**config.mk**
```make
export PLATFORM = sky130hd
export DESIGN_NAME = enemy_fleet_ctrl
export DESIGN_NICKNAME = d
export VERILOG_FILES = /design/src/rtl/enemy_fleet_ctrl.sv
export SDC_FILE = /design/constraint.sdc
export NUM_CORES = 1
export LEC_CHECK = 0
export BUFFER_PORTS_ARGS = -buffer_cell sky130_fd_sc_hd__buf_4
export CAP_MARGIN = 20
export CELL_PAD_IN_SITES_DETAIL_PLACEMENT = 0
export CELL_PAD_IN_SITES_GLOBAL_PLACEMENT = 2
export CORE_MARGIN = 2
export CORE_UTILIZATION = 39
export DETAILED_ROUTE_END_ITERATION = 10
export PLACE_DENSITY_LB_ADDON = 0.1
export RECOVER_POWER = 100
export SLEW_MARGIN = 30
export SYNTH_ARGS = -nofsm -noshare
export SYNTH_HDL_FRONTEND = slang
export SYNTH_SLANG_ARGS = --single-unit
export TNS_END_PERCENT = 50
```
**constraint.sdc**
```tcl
create_clock -name clk -period 7.9 [get_ports clk]
set_clock_uncertainty 0.05 [all_clocks]
set_input_delay 0.79 -clock clk [delete_from_list [all_inputs] [get_ports clk]]
set_output_delay 0.79 -clock clk [all_outputs]
set_load 0.01 [all_outputs]
```
**src/rtl/enemy_fleet_ctrl.sv**
```systemverilog
// N-channel enemy controller: each channel waits a spawn delay, walks x toward X_END
// at its own speed, and can be killed (optionally respawning). All timing is tick-gated.
module enemy_fleet_ctrl #(
    parameter int NUM_ENEMIES   = 3,
    parameter int OUT_WIDTH     = 8,
    parameter int X_START       = 0,
    parameter int X_END         = 240,
    parameter int STEP          = 1,
    parameter int TIMER_WIDTH   = 24,
    parameter int SPAWN_BASE    = 1000,
    parameter int SPAWN_STRIDE  = 200,
    parameter int SPEED_BASE    = 1000,
    parameter int SPEED_STRIDE  = 200,
    parameter int RESPAWN       = 0,
    parameter int RESPAWN_DELAY = 500
) (
    input  logic                             clk,
    input  logic                             rst,
    input  logic                             tick,
    input  logic [NUM_ENEMIES-1:0]           kill,
    output logic [NUM_ENEMIES-1:0]           spawn,
    output logic [NUM_ENEMIES-1:0]           active,
    output logic [NUM_ENEMIES*OUT_WIDTH-1:0] xpos,
    output logic [NUM_ENEMIES-1:0]           arrived,
    output logic                             all_arrived,
    output logic [7:0]                       kill_count
);

    typedef enum logic [1:0] {
        S_WAIT,
        S_MOVE,
        S_ARRIVED,
        S_DEAD
    } state_t;

    localparam logic [OUT_WIDTH-1:0]   X_START_O = OUT_WIDTH'(X_START);
    localparam logic [OUT_WIDTH-1:0]   X_END_O   = OUT_WIDTH'(X_END);
    localparam logic [OUT_WIDTH:0]     X_END_W   = (OUT_WIDTH+1)'(X_END);
    localparam logic [OUT_WIDTH:0]     STEP_W    = (OUT_WIDTH+1)'(STEP);
    localparam logic [TIMER_WIDTH-1:0] RESP_LAST = TIMER_WIDTH'(RESPAWN_DELAY - 1);

    logic [NUM_ENEMIES-1:0] kill_valid;

    for (genvar i = 0; i < NUM_ENEMIES; i++) begin : g_ch
        localparam logic [TIMER_WIDTH-1:0] DELAY_LAST  = TIMER_WIDTH'(SPAWN_BASE + i*SPAWN_STRIDE - 1);
        localparam logic [TIMER_WIDTH-1:0] PERIOD_LAST = TIMER_WIDTH'(SPEED_BASE + i*SPEED_STRIDE - 1);

        state_t                 state;
        logic [TIMER_WIDTH-1:0] timer;
        logic [OUT_WIDTH-1:0]   x_q;
        logic                   spawn_q;
        logic                   active_q;
        logic                   arrived_q;
        logic [OUT_WIDTH:0]     x_sum;
        logic [OUT_WIDTH-1:0]   x_next;

        // One extra bit on the sum so a step past X_END clamps instead of wrapping.
        always_comb begin
            // NOTE: every always_comb output gets a value on every path, otherwise a latch is inferred.
            x_sum  = {1'b0, x_q} + STEP_W;
            x_next = (x_sum >= X_END_W) ? X_END_O : x_sum[OUT_WIDTH-1:0];
        end

        assign kill_valid[i] = kill[i] && (state == S_MOVE);

        // One timer is shared by WAIT, MOVE and DEAD since a channel is only ever in one of them.
        always_ff @(posedge clk) begin
            if (rst) begin
                state     <= S_WAIT;
                timer     <= '0;
                x_q       <= X_START_O;
                spawn_q   <= 1'b0;
                active_q  <= 1'b0;
                arrived_q <= 1'b0;
            end else begin
                // NOTE: non-blocking assignments keep every register updating from pre-edge values.
                spawn_q <= 1'b0;
                case (state)
                    S_WAIT: begin
                        if (tick) begin
                            if (timer == DELAY_LAST) begin
                                state    <= S_MOVE;
                                timer    <= '0;
                                spawn_q  <= 1'b1;
                                active_q <= 1'b1;
                            end else begin
                                timer <= timer + 1'b1;
                            end
                        end
                    end
                    S_MOVE: begin
                        if (kill[i]) begin
                            state    <= S_DEAD;
                            timer    <= '0;
                            active_q <= 1'b0;
                            x_q      <= X_START_O;
                        end else if (tick) begin
                            if (timer == PERIOD_LAST) begin
                                timer <= '0;
                                x_q   <= x_next;
                                if (x_next == X_END_O) begin
                                    state     <= S_ARRIVED;
                                    active_q  <= 1'b0;
                                    arrived_q <= 1'b1;
                                end
                            end else begin
                                timer <= timer + 1'b1;
                            end
                        end
                    end
                    S_DEAD: begin
                        if (RESPAWN != 0 && tick) begin
                            if (timer == RESP_LAST) begin
                                state    <= S_MOVE;
                                timer    <= '0;
                                x_q      <= X_START_O;
                                spawn_q  <= 1'b1;
                                active_q <= 1'b1;
                            end else begin
                                timer <= timer + 1'b1;
                            end
                        end
                    end
                    S_ARRIVED: ;
                    default:   state <= S_WAIT;
                endcase
            end
        end

        assign spawn[i]                       = spawn_q;
        assign active[i]                      = active_q;
        assign arrived[i]                     = arrived_q;
        assign xpos[i*OUT_WIDTH +: OUT_WIDTH] = x_q;
    end

    logic [8:0] kc_sum;

    always_comb begin
        kc_sum = {1'b0, kill_count};
        for (int i = 0; i < NUM_ENEMIES; i++) begin
            kc_sum = kc_sum + 9'(kill_valid[i]);
        end
    end

    always_ff @(posedge clk) begin
        if (rst) begin
            kill_count  <= '0;
            all_arrived <= 1'b0;
        end else begin
            kill_count  <= kc_sum[8] ? 8'hFF : kc_sum[7:0];
            all_arrived <= &arrived;
        end
    end

endmodule
```
==> impl_metrics.tcl, run 1 <==
set metrics [dict create \
    run_status "finished, violations left" \
    violations "max-capacitance violations, max-slew violations" \
    ys_top_cells_by_area "dfxtp_1 (39%), xnor2_1 (6.2%), nor2_1 (6.1%), nand3_1 (4.0%), nand2_1 (3.8%)" \
    hold_class "flip-flop to flip-flop" \
    ir_worst_vdd_mv 0.170 \
    synth_top_area_cell "dfxtp_1" \
    die-area_um2 16900 \
    vias 5360 \
    grt_usage_pct 18.5 \
    path_clk_slew_ns 0.06 \
    initial_core_util_pct 39.4 \
    syn-cell-area_um2 6200 \
    first_pass_iters 4 \
    grt_pass1_vias 5005 \
    diodes 0 \
    seq_area_frac_synth_pct 38.8 \
    async_flop_share_pct 0 \
    ios 48 \
    cts_root_buffer "clkbuf_16" \
    synth_edf_count 0 \
    worstMarginPinSlew_ns 2.54 \
    slowest_stage "o21ai_0" \
    grt_util_met2_pct 29.9 \
    postCtsSetupRepairBufs 0 \
    timing.fmax_mhz 263 \
    numPortBuffers 47 \
    synthMostInstantiatedCell "dfxtp_1" \
    postCtsHoldBufs 0 \
    crit_path_max_incr_delay_ns 1.96 \
    power_leakage_nw 2.36 \
    arrival_ns 3.95 \
    rsz0062_at_grt "no" \
    start_kind "input pin" \
    slew_headroom_pct -71.4 \
    antenna_found_initial 0 \
    drive_above_1_share_pct 7.13 \
    worstPathCellList "clkbuf_1 > nand2_1 > o21ai_0 > nor2_1" \
    grt_overflow 0 \
    clk_latency_ns 0.41 \
    wirelength_mm 14.7 \
    cts.sinks 120 \
    cp-end-kind "flip-flop" \
    via_per_inst 5.35 \
    hpwl_mm 10.1 \
    cp_top_family "compound AO/OA/AOI/OAI gates" \
    top_usage_layer "met2" \
    synth.avg_cell_area_um2 8.32 \
    drtIter0Drc 324 \
    numCtsBuffers 17 \
    synth_cell_types 66 \
    holdWs_ns 0.445 \
    synth_top_cell_area_share_pct 38.8 \
    clock_path_buffers 2 \
    row_count 46 \
    cts_tree "yes" \
    fin_crit_sh_pct 48.2 \
    p_per_area_nw_per_um2 213 \
    syn_to_final_growth_pct 14.4 \
    grtUsageMet1_pct 24.3 \
    slew_violations 72 \
    required_ns 8.04 \
    finalSetupTns_ns 0 \
    ant_nets 0 \
    finalSetupViolations 0 \
    seqCellArea_um2 2400 \
    reg2reg_slack_ns 4.16 \
    die_h_um 130 \
    min_period_ns 3.80 \
    die_w_um 130 \
    synth_flop_cell "dfxtp_1" \
    path_buf_inv 1 \
    maxCapViolations 3 \
    multiInputGateArea_um2 3470 \
    path_class "input pin to flip-flop" \
    synth-seq-cells 120 \
    netlist_top_cells_count "dfxtp_1 (120), nor2_1 (101), nand2_1 (63), nand3_1 (50), xnor2_1 (44)" \
    htree_num_levels 4 \
    yosysWarnings 0 \
    grt_util_met3_pct 4.72 \
    grt_pass1_wl_mm 24.9 \
    drc 0 \
    ctsResizeCount 0 \
    globalplace.congestion 0.803 \
    fill_cells 1605 \
    nets 791 \
    wl_per_cell_um 14.7 \
    hold_viol 0 \
    grt_max_degree 40 \
    synth_nets 764 \
    netlist_instances 745 \
    cp_max_fo 24 \
    coreArea_um2 15700 \
]
## logic make-up after synthesis
group           synth area share [%]
simple gates                    33.0
flops                           38.8
mux                            0.363
compound gates                  10.3
xor+xnor                        9.89
buf+inv                         4.83
fa+ha+maj                       2.87
## report_power, final
group / total (mW) / switching, mW / internal, mW
Combinational: 0.0282 / 0.0209 / 0.00736
Sequential: 0.611 / 0.00308 / 0.608
Clock: 0.873 / 0.280 / 0.593
Total: 1.51 / 0.304 / 1.21
## worst paths after layout
path                                  start  depth (start not counted)                        endpoint
min          g_ch[1].timer[23]$_SDFFE_PP0P_                          2  g_ch[1].timer[23]$_SDFFE_PP0P_
max                                    tick                          4  g_ch[2].timer[16]$_SDFFE_PP0P_
min reg2reg  g_ch[1].timer[23]$_SDFFE_PP0P_                          2  g_ch[1].timer[23]$_SDFFE_PP0P_
max reg2reg   g_ch[2].timer[0]$_SDFFE_PP0P_                          6  g_ch[2].timer[16]$_SDFFE_PP0P_
## per-layer routing
| layer | part of all wire (%) | up-vias | wire [um] |
|---|---|---|---|
| met2 | 47 | 77 | 6920 |
| met3 | 3.3 | 14 | 483 |
| met4 | 1.6 | 0 | 238 |
| li1 | - | 2722 | - |
| met5 | 0 | - | 0 |
| met1 | 48 | 2547 | 7030 |
## layout by cell type, fill, tap and decap left out, types with 3 or more instances in the layout
master / instances
dfxtp_1: 120
or4_1: 4
buf_4: 3
nand2_1: 63
xnor2_1: 44
nor4b_1: 5
and4b_1: 4
nor2b_1: 6
clkbuf_8: 4
or3_1: 5
nor3_1: 32
nor2_1: 101
a21o_1: 5
a21oi_1: 26
nand2b_1: 6
xor2_1: 26
and4_1: 10
clkbuf_16: 17
and2_1: 3
nor4_1: 24
o21a_1: 6
bufinv_16: 5
nand4b_1: 3
nand3b_1: 3
and3_1: 10
nand3_1: 50
ha_1: 11
o21ai_0: 15
o22ai_1: 3
nand4_1: 29
a211oi_1: 7
clkinvlp_4: 3
clkbuf_1: 44
inv_1: 22
o211ai_1: 6
a31oi_1: 10
or2_2: 7
## metrics by stage
| step | setup WS (ns) | cells | area (um^2) | utilization, % | power, mW |
|---|---|---|---|---|---|
| after floorplan | 4.79 | 745 | 6200 | - | 0.644 |
| after global placement | 4.57 | 969 | 6610 | 42.1 | 0.652 |
| after detailed placement | 4.56 | 969 | 6610 | 42.1 | 0.653 |
| after global routing | 3.61 | 1001 | 7090 | 45.1 | 1.57 |
| after CTS | 5.00 | 1001 | 7280 | 46.4 | 1.53 |
| final | 4.10 | 1001 | 7090 | 45.1 | 1.51 |
## layout make-up
class                   count  share of cell area [%]
repair buffers             47                    2.65
flip-flops and latches    120                    33.9
multi-input cells         564                    49.0
well taps                 216                    3.81
clock inverters            11                    2.70
inverters                  22                    1.16
clock buffers              21                    6.78
## sequential cells by signal (all words and copies together), names as in the netlist
register        cells
all_arrived         1
g_ch.timer         72
g_ch.arrived_q      3
g_ch.active_q       3
g_ch.state          6
g_ch.spawn_q        3
g_ch.x_q           24
kill_count          8
## tightest hold or removal path, delay by kind of cell, from the launching register on
family                 cells  cell delay (ns)
buffers and inverters      1             0.05
DFF                        1             0.32
AOI/OAI and AO/OA          1             0.07
(Power assumes the default switching activity.)
==> run 2: changes to the inputs <==
--- a/config.mk
+++ b/config.mk
@@ -5,12 +5,13 @@
 export SDC_FILE = /design/constraint.sdc
 export NUM_CORES = 1
 export LEC_CHECK = 0
+export ABC_AREA = 1
 export BUFFER_PORTS_ARGS = -buffer_cell sky130_fd_sc_hd__buf_4
 export CAP_MARGIN = 20
 export CELL_PAD_IN_SITES_DETAIL_PLACEMENT = 0
 export CELL_PAD_IN_SITES_GLOBAL_PLACEMENT = 2
 export CORE_MARGIN = 2
-export CORE_UTILIZATION = 39
+export CORE_UTILIZATION = 34
 export DETAILED_ROUTE_END_ITERATION = 10
 export PLACE_DENSITY_LB_ADDON = 0.1
 export RECOVER_POWER = 100
==> constraint.sdc (replaced) <==
create_clock -name clk -period 3.6 [get_ports clk]
set_clock_uncertainty 0.05 [all_clocks]
set_input_delay 0.36 -clock clk [delete_from_list [all_inputs] [get_ports clk]]
set_output_delay 0.36 -clock clk [all_outputs]
set_load 0.01 [all_outputs]
==> impl_metrics.tcl, run 2 <==
set metrics [dict create \
    arrival_ns 3.32 \
    fill_cells 2283 \
    cts_root_buffer "clkbuf_16" \
    final_cell_mix "nand2_1 (208), nor2_1 (147), dfxtp_1 (120), inv_1 (119), nand3_1 (88)" \
    start_kind "flip-flop" \
    final_common_cell "nand2_1" \
    slew_violations 0 \
    power.total_mw 3.26 \
    via_per_inst 4.76 \
    netlist_instances 1005 \
    numCtsBuffers 17 \
    syn-cell-area_um2 6890 \
    maxCapViolations 0 \
    min_period_ns 3.03 \
    yosysWarnings 0 \
    synth_edf_count 0 \
    drc 0 \
    synth-xor-area-share_pct 3.18 \
    synth_top_family_by_area "simple AND/OR/NAND/NOR gates" \
    initial_core_util_pct 34.4 \
    synthSimpleGateAreaFrac_pct 39.4 \
    cp-end-kind "flip-flop" \
    drive_above_1_share_pct 7.97 \
    htree_num_levels 4 \
    wl_per_cell_um 14.1 \
    nets 1073 \
    run_status "complete, no violations" \
    hold_class "input pin to flip-flop" \
    die-area_um2 21400 \
    timing.fmax_mhz 330 \
    holdWs_ns 0.255 \
    netlist_top_cells_count "nand2_1 (207), nor2_1 (140), dfxtp_1 (120), inv_1 (116), nand3_1 (85)" \
    antenna_found_initial 0 \
    path_clk_slew_ns 0.05 \
    synthMostInstantiatedCell "nand2_1" \
    required_ns 3.89 \
    muxShareOfSynthArea_pct 0 \
    ios 48 \
    hpwl_mm 14.3 \
    top_register "g_ch.timer" \
    largest_reg_flops 72 \
    hold_viol 0 \
    grt_pass1_wl_mm 31.9 \
    post-place-cells 1305 \
    postCtsHoldBufs 0 \
    async_flop_share_pct 0 \
    synth_cell_types 49 \
    cts_tree "yes" \
    numPortBuffers 47 \
    worstMarginPinSlew_ns 1.16 \
    die_h_um 146 \
    seq_area_frac_synth_pct 34.9 \
    syn_to_final_growth_pct 13.8 \
    synth_compound_area_share_pct 10.5 \
    row_count 52 \
    synth-seq-cells 120 \
    cts.sinks 120 \
    globalplace.congestion 0.781 \
    drtIter0Drc 296 \
    synthAdderAreaFrac_pct 2.58 \
    top_regs "g_ch.timer (72), g_ch.x_q (24), kill_count (8)" \
    power_leakage_nw 3.07 \
    clk_latency_ns 0.42 \
    wirelength_mm 18.9 \
    ctsResizeCount 0 \
    path_class "flip-flop to flip-flop" \
    vias 6359 \
    finalSetupTns_ns 0 \
    diodes 0 \
    grt_usage_pct 18.5 \
    die_w_um 146 \
    synth_top_cell_area_share_pct 34.9 \
    synth_nets 1024 \
    instances_no_fill 1336 \
    ir_worst_vdd_mv 0.280 \
    p_per_area_nw_per_um2 416 \
    postCtsSetupRepairBufs 0 \
    finalSetupViolations 0 \
    grt_pass1_vias 6222 \
    first_pass_iters 6 \
    coreArea_um2 20000 \
    grt_max_degree 46 \
    slew_headroom_pct 21.7 \
    rsz0062_at_grt "no" \
    fin_crit_sh_pct 84.1 \
    synth.avg_cell_area_um2 6.85 \
    ant_nets 0 \
    grt_overflow 0 \
    synth_flop_cell "dfxtp_1" \
    cp_max_fo 7 \
    ys_top_cells_by_area "dfxtp_1 (35%), nand2_1 (11%), nor2_1 (7.6%), inv_1 (6.3%), nand3_1 (6.2%)" \
    synth_top_area_cell "dfxtp_1" \
    clock_path_buffers 2 \
]
## run 2: cell count changes in the layout (fill, tap and decap cells not counted), sizes merged, moves of 17 or more
cell,previous run,this run
nor2,101,158
a21oi,26,60
o21ai,15,36
nor4,26,9
inv,23,136
xnor2,44,4
nand2,63,213
nand3,50,92
## run 2: report_power, final
part / switching [mW] / internal (mW) / leakage [nW] / total, mW
registers: 0.00674 / 1.33 / 0.967 / 1.34
logic: 0.0549 / 0.0204 / 1.79 / 0.0753
clock network: 0.616 / 1.23 / 0.309 / 1.84
## run 2: final timing paths
path	from	end	slack, ns	cells after the start
max	g_ch[2].state[1]$_SDFFE_PP0P_	kill_count[2]$_SDFF_PP0_	0.57	12
min	kill[1]	g_ch[1].state[0]$_SDFFE_PP0P_	0.25	3
max reg2reg	g_ch[2].state[1]$_SDFFE_PP0P_	kill_count[2]$_SDFF_PP0_	0.57	12
min reg2reg	g_ch[1].state[0]$_SDFFE_PP0P_	g_ch[1].spawn_q$_SDFF_PP0_	0.40	1
## run 2: cells by family after synthesis
family | count (synthesis)
adder cells (fa/ha/maj) | 13
AND/OR/NAND/NOR | 563
buffers and inverters | 158
AO/OA/AOI/OAI | 126
flip-flops | 120
XOR/XNOR | 25
## run 2: worst max-delay path, stage by stage (launching register included)
cell	delay, ns
dfxtp_1	0.39
nor2_1	0.10
nand2_1	0.23
inv_1	0.14
fa_1	0.52
ha_1	0.19
fa_1	0.23
nand3_1	0.13
nor3b_1	0.37
nand2_1	0.09
nor2_1	0.29
inv_1	0.11
a21oi_1	0.13
## run 2: layer usage
layer / wire (um) / up-vias / track usage [%]
li1: - / 3404 / -
met1: 9440 / 2879 / 24.9
met2: 8630 / 63 / 30.1
met3: 607 / 13 / 4.53
met4: 220 / 0 / 4.56
met5: 0 / - / 0
## run 2: layout make-up
cell class                      count  area [um^2]  area share [%]
Clock buffer                       23          488            6.23
Clock inverter                      8          143            1.82
Inverter                          137          517            6.59
Multi-Input combinational cell    727         3730            47.6
Sequential cell                   120         2400            30.7
Tap cell                          270          338            4.31
Timing Repair Buffer               51          218            2.78
## run 2: per-stage QoR
| stage | utilization (%) | area, um^2 | worst slack (ns) |
|---|---|---|---|
| after floorplan | - | 6890 | 1.05 |
| after global placement | 37.3 | 7470 | 0.621 |
| after detailed placement | 37.3 | 7470 | 0.559 |
| after CTS | 40.4 | 8100 | 0.549 |
| after global routing | 39.1 | 7840 | 0.286 |
| final | 39.1 | 7840 | 0.571 |
==> run 3: changes to the inputs <==
==> constraint.sdc (replaced) <==
create_clock -name clk -period 2.8 [get_ports clk]
set_clock_uncertainty 0.05 [all_clocks]
set_input_delay 0.28 -clock clk [delete_from_list [all_inputs] [get_ports clk]]
set_output_delay 0.28 -clock clk [all_outputs]
set_load 0.01 [all_outputs]
==> impl_metrics.tcl, run 3 (synthesis gave the netlist of run 2 again) <==
set metrics [dict create \
    run_status "complete, no violations" \
    finalSetupTns_ns 0 \
    numCtsBuffers 17 \
    die_h_um 146 \
    top_register "g_ch.timer" \
    vias 6429 \
    p_sw_mw 0.878 \
    power_leakage_nw 3.09 \
    ir_worst_vdd_mv 0.368 \
    path_clk_slew_ns 0.06 \
    clock_path_buffers 2 \
    path_buf_inv 3 \
    drive_above_1_share_pct 8.68 \
    cts_tree "yes" \
    whs_path_depth 3 \
    post-place-cells 1310 \
    ant_nets 0 \
    final_common_cell "nand2_1" \
    pre_cts_slack_ns 0.143 \
    ios 48 \
    slew_violations 0 \
    via_per_inst 4.79 \
    htree_num_levels 4 \
    rsz0062_at_grt "no" \
    worstPathCellList "inv_1 > nor2_2 > nand2_1 > inv_1 > fa_1 > ha_1 > fa_1 > nand3_1 > nor3b_2 > clkbuf_4 > nor3_1 > a211oi_1" \
    arrival_ns 2.80 \
    start_kind "flip-flop" \
    top_regs "g_ch.timer (72), g_ch.x_q (24), kill_count (8)" \
    diodes 0 \
    finalWorstSetupSlack_ns 0.232 \
    final_core_util_pct 39.3 \
    die_w_um 146 \
    syn_to_final_growth_pct 14.3 \
    pwr-share-seq_pct 41.5 \
    cts_root_buffer "clkbuf_16" \
    final_cell_mix "nand2_1 (209), nor2_1 (146), dfxtp_1 (120), inv_1 (117), nand3_1 (89)" \
    cp_max_fo 4 \
    antenna_found_initial 0 \
    cp-end-kind "flip-flop" \
    required_ns 3.03 \
    path_class "flip-flop to flip-flop" \
    hold_class "input pin to flip-flop" \
    switching_share_pct 21.1 \
    initial_core_util_pct 34.4 \
    p_per_area_nw_per_um2 528 \
    slew_headroom_pct 28.3 \
    finalSetupViolations 0 \
    worstMarginPinSlew_ns 1.06 \
    crit_path_max_incr_delay_ns 0.42 \
    cp_num_cells 12 \
    postCtsHoldBufs 0 \
    grt_pass1_wl_mm 31.9 \
    grt_overflow 0 \
    maxCapViolations 0 \
    timing.fmax_mhz 389 \
    instances_no_fill 1342 \
    combinationalPowerShare_pct 2.3 \
    drc 0 \
    drtIter0Drc 318 \
    nets 1078 \
    die-area_um2 21400 \
    grt_usage_pct 18.5 \
    min_period_ns 2.57 \
    wirelength_mm 19.0 \
    hold_viol 0 \
    cts.sinks 120 \
    grt_max_degree 45 \
    p_int_mw 3.28 \
    slowest_stage "fa_1" \
    largest_reg_flops 72 \
    clkPwrFrac_pct 56.2 \
    clk_latency_ns 0.42 \
    wl_per_cell_um 14.2 \
    numPortBuffers 47 \
    hpwl_mm 14.3 \
    cp_top_family "adder cells" \
    fin_crit_sh_pct 91.7 \
    coreArea_um2 20000 \
    fill_cells 2270 \
    final_cell_area_um2 7870 \
    first_pass_iters 4 \
    row_count 52 \
    grt_pass1_vias 6143 \
    rr_worst_depth 12 \
    placed_area_um2 7510 \
    globalplace.congestion 0.786 \
]
run 3: cell types whose count changed in the layout (fill, tap and decap cells not counted), sizes merged:
| cell | before | now |
|---|---|---|
| buf | 7 | 11 |
| clkbuf | 67 | 70 |
| bufinv | 4 | 3 |
run 3: worst reg2reg max path, delay by kind of cell, from the launching register on:
kind                       cells  cell delay, ns
DFF                            1            0.33
buffers and inverters          3            0.31
adders and majority gates      3            1.04
and+or+nand+nor                5            0.65
AOI/OAI and AO/OA              1            0.06
run 3: layout make-up:
class | count | area (um^2) | share of cell area (%)
multi-input cells | 727 | 3730 | 47.4
flip-flops and latches | 120 | 2400 | 30.5
inverters | 137 | 517 | 6.56
clock buffers | 25 | 515 | 6.55
well taps | 270 | 338 | 4.29
repair buffers | 56 | 255 | 3.24
clock inverters | 7 | 113 | 1.43
run 3: routing by layer:
metal | track usage [%] | wire length [um] | vias to the layer above
met3 | 4.38 | 704 | 18
met5 | 0 | 0 | -
met2 | 29.5 | 8490 | 84
met4 | 4.66 | 189 | 0
met1 | 25.3 | 9640 | 2916
li1 | - | - | 3411
run 3: path summary, 6_finish.rpt:
path | start | to | slack, ns
worst max-delay path | g_ch[2].state[0]$_SDFFE_PP0P_ | kill_count[7]$_SDFF_PP0_ | 0.23
worst min-delay path | kill[1] | g_ch[1].state[0]$_SDFFE_PP0P_ | 0.15
worst max register to register | g_ch[2].state[0]$_SDFFE_PP0P_ | kill_count[7]$_SDFF_PP0_ | 0.23
worst min register to register | g_ch[1].state[0]$_SDFFE_PP0P_ | g_ch[1].spawn_q$_SDFF_PP0_ | 0.41
run 3: per-stage QoR:
step                power (mW)  hold slack (ns)
floorplan                 1.83            0.376
global placement          1.87            0.395
detailed placement        1.86            0.393
CTS                       4.23            0.138
global route              4.31            0.171
finish                    4.16            0.152
run 3: power by group through the flow:
stage / clock network [mW] / logic, mW / registers (mW)
after floorplan: 0 / 0.0680 / 1.76
after global placement: 0 / 0.105 / 1.76
after detailed placement: 0 / 0.103 / 1.76
after CTS: 2.40 / 0.104 / 1.72
after global routing: 2.47 / 0.108 / 1.72
final: 2.34 / 0.0968 / 1.72
run 3: what timing repair did:
item / 4_1_cts / 5_1_grt
resized for setup: 0 / 2
buffers inserted: 0 / 0
endpoints found under the setup margin: 0 / 6
